<file path="src/rtl/instr_sequencer_pkg.sv">
// Shared constants for the instruction sequencer: field widths, opcodes,
// ALU select codes and the control FSM state type.
package instr_sequencer_pkg;

    localparam int ADDR_W = 5;
    localparam int OP_W   = 3;
    localparam int DATA_W = OP_W + ADDR_W;

    localparam logic [OP_W-1:0] OP_NOP = 3'd0;
    localparam logic [OP_W-1:0] OP_LDA = 3'd1;
    localparam logic [OP_W-1:0] OP_ADD = 3'd2;
    localparam logic [OP_W-1:0] OP_SUB = 3'd3;
    localparam logic [OP_W-1:0] OP_STA = 3'd4;
    localparam logic [OP_W-1:0] OP_JMP = 3'd5;
    localparam logic [OP_W-1:0] OP_JZ  = 3'd6;
    localparam logic [OP_W-1:0] OP_HLT = 3'd7;

    localparam logic [1:0] ALU_PASS = 2'b00;
    localparam logic [1:0] ALU_ADD  = 2'b01;
    localparam logic [1:0] ALU_SUB  = 2'b10;

    typedef enum logic [2:0] {
        S_IDLE,
        S_FETCH,
        S_DECODE,
        S_EXEC,
        S_UPDATE,
        S_HALT
    } state_t;

endpackage

</file>
<file path="src/rtl/instr_sequencer.sv">
// Fetch/decode/execute control FSM driving the PC, the memory read/write port
// and the accumulator load strobe.
module instr_sequencer
    import instr_sequencer_pkg::*;
(
    input  logic              clk,
    input  logic              rst,
    input  logic              run,
    input  logic [ADDR_W-1:0] pc_addr,
    output logic              pc_inc,
    output logic              jmp,
    output logic [ADDR_W-1:0] jmp_add,
    output logic [ADDR_W-1:0] mem_addr,
    output logic              mem_rd,
    output logic              mem_wr,
    input  logic              mem_ack,
    input  logic [DATA_W-1:0] mem_rdata,
    input  logic              acc_zero,
    output logic              acc_ld,
    output logic [1:0]        alu_sel,
    output logic [DATA_W-1:0] ir,
    output logic              halted
);

    state_t              state, state_next;
    logic [DATA_W-1:0]   ir_next;
    logic                jump_q, jump_next;
    logic [OP_W-1:0]     opcode;
    logic [ADDR_W-1:0]   operand;

    assign opcode  = ir[DATA_W-1:ADDR_W];
    assign operand = ir[ADDR_W-1:0];

    always_ff @(posedge clk or posedge rst) begin
        if (rst) begin
            state  <= S_IDLE;
            ir     <= '0;
            jump_q <= 1'b0;
        end else begin
            state  <= state_next;
            ir     <= ir_next;
            jump_q <= jump_next;
        end
    end

    // jump_q carries the DECODE-time branch decision (incl. sampled acc_zero)
    // into UPDATE, so UPDATE never looks at acc_zero itself.
    always_comb begin
        state_next = state;
        ir_next    = ir;
        jump_next  = jump_q;
        pc_inc     = 1'b0;
        jmp        = 1'b0;
        jmp_add    = '0;
        mem_addr   = '0;
        mem_rd     = 1'b0;
        mem_wr     = 1'b0;
        acc_ld     = 1'b0;
        alu_sel    = ALU_PASS;
        halted     = 1'b0;

        case (state)
            S_IDLE: begin
                if (run) state_next = S_FETCH;
            end

            S_FETCH: begin
                mem_rd   = 1'b1;
                mem_addr = pc_addr;
                if (mem_ack) begin
                    ir_next    = mem_rdata;
                    state_next = S_DECODE;
                end
            end

            S_DECODE: begin
                jump_next  = 1'b0;
                state_next = S_UPDATE;
                case (opcode)
                    OP_NOP: jump_next = 1'b0;
                    OP_JMP: jump_next = 1'b1;
                    OP_JZ:  jump_next = acc_zero;
                    OP_HLT: state_next = S_HALT;
                    default: state_next = S_EXEC;
                endcase
            end

            S_EXEC: begin
                mem_addr = operand;
                if (opcode == OP_STA) mem_wr = 1'b1;
                else                  mem_rd = 1'b1;
                if (mem_ack) begin
                    state_next = S_UPDATE;
                    if (opcode != OP_STA) begin
                        acc_ld = 1'b1;
                        case (opcode)
                            OP_ADD:  alu_sel = ALU_ADD;
                            OP_SUB:  alu_sel = ALU_SUB;
                            default: alu_sel = ALU_PASS;
                        endcase
                    end
                end
            end

            S_UPDATE: begin
                if (jump_q) begin
                    jmp     = 1'b1;
                    jmp_add = operand;
                end else begin
                    pc_inc  = 1'b1;
                end
                state_next = S_FETCH;
            end

            S_HALT: begin
                halted = 1'b1;
            end

            default: state_next = S_IDLE;
        endcase
    end

endmodule

</file>
<file path="config.mk">
export PLATFORM = sky130hd
export DESIGN_NAME = instr_sequencer
export DESIGN_NICKNAME = d
export VERILOG_FILES = /design/src/rtl/instr_sequencer_pkg.sv /design/src/rtl/instr_sequencer.sv
export SDC_FILE = /design/constraint.sdc
export NUM_CORES = 1
export LEC_CHECK = 0
export ABC_AREA = 0
export CAP_MARGIN = 20
export CORE_ASPECT_RATIO = 0.75
export CORE_MARGIN = 2
export CORE_UTILIZATION = 25
export CTS_CLUSTER_DIAMETER = 200
export DETAILED_ROUTE_END_ITERATION = 10
export PLACE_DENSITY = 0.56
export SKIP_CTS_REPAIR_TIMING = 1
export SLEW_MARGIN = 10
export SYNTH_ARGS = -nofsm -noshare
export SYNTH_HDL_FRONTEND = slang
export SYNTH_SLANG_ARGS = --single-unit
</file>
<file path="constraint.sdc">
create_clock -name clk -period 1.85 [get_ports clk]
set_input_delay 0.37 -clock clk [delete_from_list [all_inputs] [get_ports clk]]
set_output_delay 0.37 -clock clk [all_outputs]
set_load 0.005 [all_outputs]
</file>
==> results.yml <==
grt:
  all_layer_gr_usage: 0.145
  grt_max_degree: 13
  grt_pass1_vias: 775
  grt_pass1_wl_mm: 3.55
  grt_antenna_before_repair: 0
  grt-ovfl-total: 0
worst_setup_path:
  slowest_stage: "dfrtp_1"
  path_max_fanout: 4
  crit_arrival_ps: 1470
  critPathMostFrequentCell: "buf_4"
  crit_path_max_incr_delay_ps: 360
  required_time_worst_endpoint_ps: 1480
  timing.critical_path.cells: "buf_4 > nand2b_4 > nor3_4 > buf_6 > buf_4 > and2_1 > clkbuf_2"
  critPathKind: "flop to output port"
  worstSetupStartpointType: "flop"
  rrSetupSlack_ps: 180
  endpoint_kind: "output port"
  critPathTopFamily: "buffers and inverters"
  critical_path_buf_inv_count: 4
pwr:
  cellLeakagePower_nw: 0.820
  switching_share: 0.358
  p_per_area_mw_per_mm2: 1420
  cell_internal_pwr_mw: 1.34
  total_power_mw: 2.09
  power.switching_mw: 0.749
  power.share.sequential: 0.251
  clock_power_share: 0.138
  p_comb_frac: 0.611
  irDropWorstVdd_v: 0.000716
routing:
  drt_pass1_iterations: 4
  drt_drc_violations_left: 0
  highest-signal-layer: "met4"
  wirelength_met1_mm: 1.02
  viasPerCell: 4.64
  routed_length_on_met3_um: 201
  antenna_violation_net_count_after_detailed_routing: 0
  routed_wl_mm: 2.35
  detailroute.via_count: 793
  routed-wl-met2_mm: 1.10
  routed_length_per_instance_um: 13.7
  initialDrtViolationCount: 13
outcome:
  status: "complete, no violations"
logic_synthesis:
  muxShareOfSynthArea: 0.209
  synthesis.area_um2: 726
  syn_avg_cell_area_um2: 9.94
  synth_fp_nets: 91
  netlist.top_cell.by_area: "dfrtp_1"
  async_reset_ff_frac: 1.00
  synthesis.yosys.warnings: 0
  synth-edff-count: 0
  xor_xnor_share_of_the_synthesized_area: 0.0362
  seq_area_frac_synth: 0.414
  syn_inst: 73
  synth-compound-area-share: 0.0845
  dominant_combinational_cell_family_by_area_after_synthesis: "simple AND/OR/NAND/NOR gates"
  synth.area.top_cells: "dfrtp_1 41%, mux2_2 14%, mux2i_1 6.9%"
  synth_simple_gate_area_share: 0.214
  synth_fa_ha_area_frac: 0
  yosys_register_bits: 12
  synthFlopType: "dfrtp_1"
  synth_cell_types: 27
  synthDominantCellAreaShare: 0.414
job:
  max-cap-violations: 0
die:
  chip_width_um: 66.2
  core_region_area_mm2: 0.00268
  floorplan.die.height_um: 50.7
  initial_utilization: 0.271
  fp-row-count: 16
  floorplan.io_pins: 44
  dieArea_mm2: 0.00335
layout:
  most_common_cell_after_layout_fill_and_taps_aside: "clkdlybuf4s50_1"
  register_area_um2: 302
  fin_nets: 154
  multi_input_comb_area_um2: 445
  insertedDiodeCount: 0
  layout-drive-gt1-share: 0.341
  mostFrequentLayoutCells: "25 x clkdlybuf4s50_1, 14 x buf_4, 13 x dlymetal6s2s_1"
  layout.filler_cells: 244
  layout-area-overhead-vs-synth_pct: 103
sta:
  final.setup.worst_slack_ps: 9.91
  finClkSkew_ps: 3.24
  timing.final.crit_period_ps: 1840
  final-max-slew-violation-count: 0
  report.final.hold_viol_count: 0
  unrepaired_setup_endpoints_after_global_routing: "yes"
  fmaxAchievable_mhz: 543
  share_of_the_clock_period_used_by_the_worst_path_after_layout: 0.995
  tightest_slew_ps: 560
  setup-violations-final: 0
  slew_headroom: 0.626
placement:
  port-buffer-count: 43
  pre_cts_ws_ps: -272
  detailedPlacementHpwl_mm: 1.72
  finalWeightedCongestion: 0.765
clocking:
  tritoncts.num_buffers: 3
  library_cell_used_as_clock_root_buffer: "clkbuf_8"
  clock_latency_ps: 250
  ctsLongestPathBuffers: 2
  number_of_h_tree_levels: 1
  tritoncts: "yes"
  cts_sinks: 12
  clkTransAtPathRegs_ps: 50
worst_hold_path:
  hold_path_class: "input pin to async pin"
-- area by class of cell --
| class | count | area share |
|---|---|---|
| timing repair buffer | 61 | 0.413 |
| multi-input combinational | 53 | 0.302 |
| sequential | 12 | 0.204 |
| clock buffer | 4 | 0.0373 |
| tap | 36 | 0.0305 |
| inverter | 5 | 0.0127 |
-- sequential cells by signal, summed over array words and instances (netlist names) --
| register | cells |
|---|---|
| jump_q | 1 |
| state | 3 |
| ir | 8 |
-- cells in the mapped netlist (2+ instances only) --
library cell,n
o22ai_1,2
dfrtp_1,12
nand2_1,3
mux2i_1,5
and2_1,5
nor4_1,2
inv_1,5
nand2b_1,2
nor3_1,2
mux2_2,9
nor2_1,8
clkbuf_1,2
xor2_1,2
-- power by group through the flow --
stage / clock (mW) / combinational [mW] / sequential, mW
2_1_floorplan: 0 / 0.506 / 0.516
3_3_place_gp: 0 / 1.13 / 0.495
3_5_place_dp: 0 / 1.14 / 0.497
4_1_cts: 0.297 / 1.15 / 0.496
5_1_grt: 0.312 / 1.38 / 0.549
6_report: 0.289 / 1.28 / 0.525
-- logic make-up (layout without fill, tap and decap cells) --
| kind of cell | count (synthesis) | count (layout) |
|---|---|---|
| XOR/XNOR | 3 | 3 |
| AO/OA/AOI/OAI | 9 | 9 |
| buffers and inverters | 8 | 70 |
| flip-flops | 12 | 12 |
| multiplexers | 14 | 14 |
| AND/OR/NAND/NOR | 27 | 27 |
-- routing by layer --
metal  vias to the layer above  GRT usage
met5                         -          0
met4                         0     0.0408
met3                         4     0.0650
met2                        29      0.207
met1                       381      0.196
li1                        379          -
-- metrics by stage --
stage,instances,TNS [ps],util,cell area [um^2],hold WS [ps]
floorplan,73,0,-,726,235
global placement,161,-822,0.481,1290,532
detailed placement,161,-1050,0.481,1290,543
CTS,165,-4060,0.502,1350,471
global route,171,-206,0.550,1480,505
finish,171,0,0.550,1480,450
-- worst register-to-register path, stage by stage (launching register included) --
cell	delay, ps
dfrtp_1	390
buf_4	140
nand2b_4	140
buf_4	170
nor3b_4	230
buf_12	150
mux2_2	330
-- final timing paths --
path / from / to / cells past startpoint
hold / removal: rst / ir[1] / 2
setup reg to reg: state[2] / ir[1] / 6
hold reg to reg: ir[0] / ir[0] / 1
max in group asynchronous: rst / state[0] / 2
min in group clk: ir[0] / ir[0] / 1
setup / recovery: state[2] / jmp_add[0] / 7
Power figures use the tool's default switching activity.
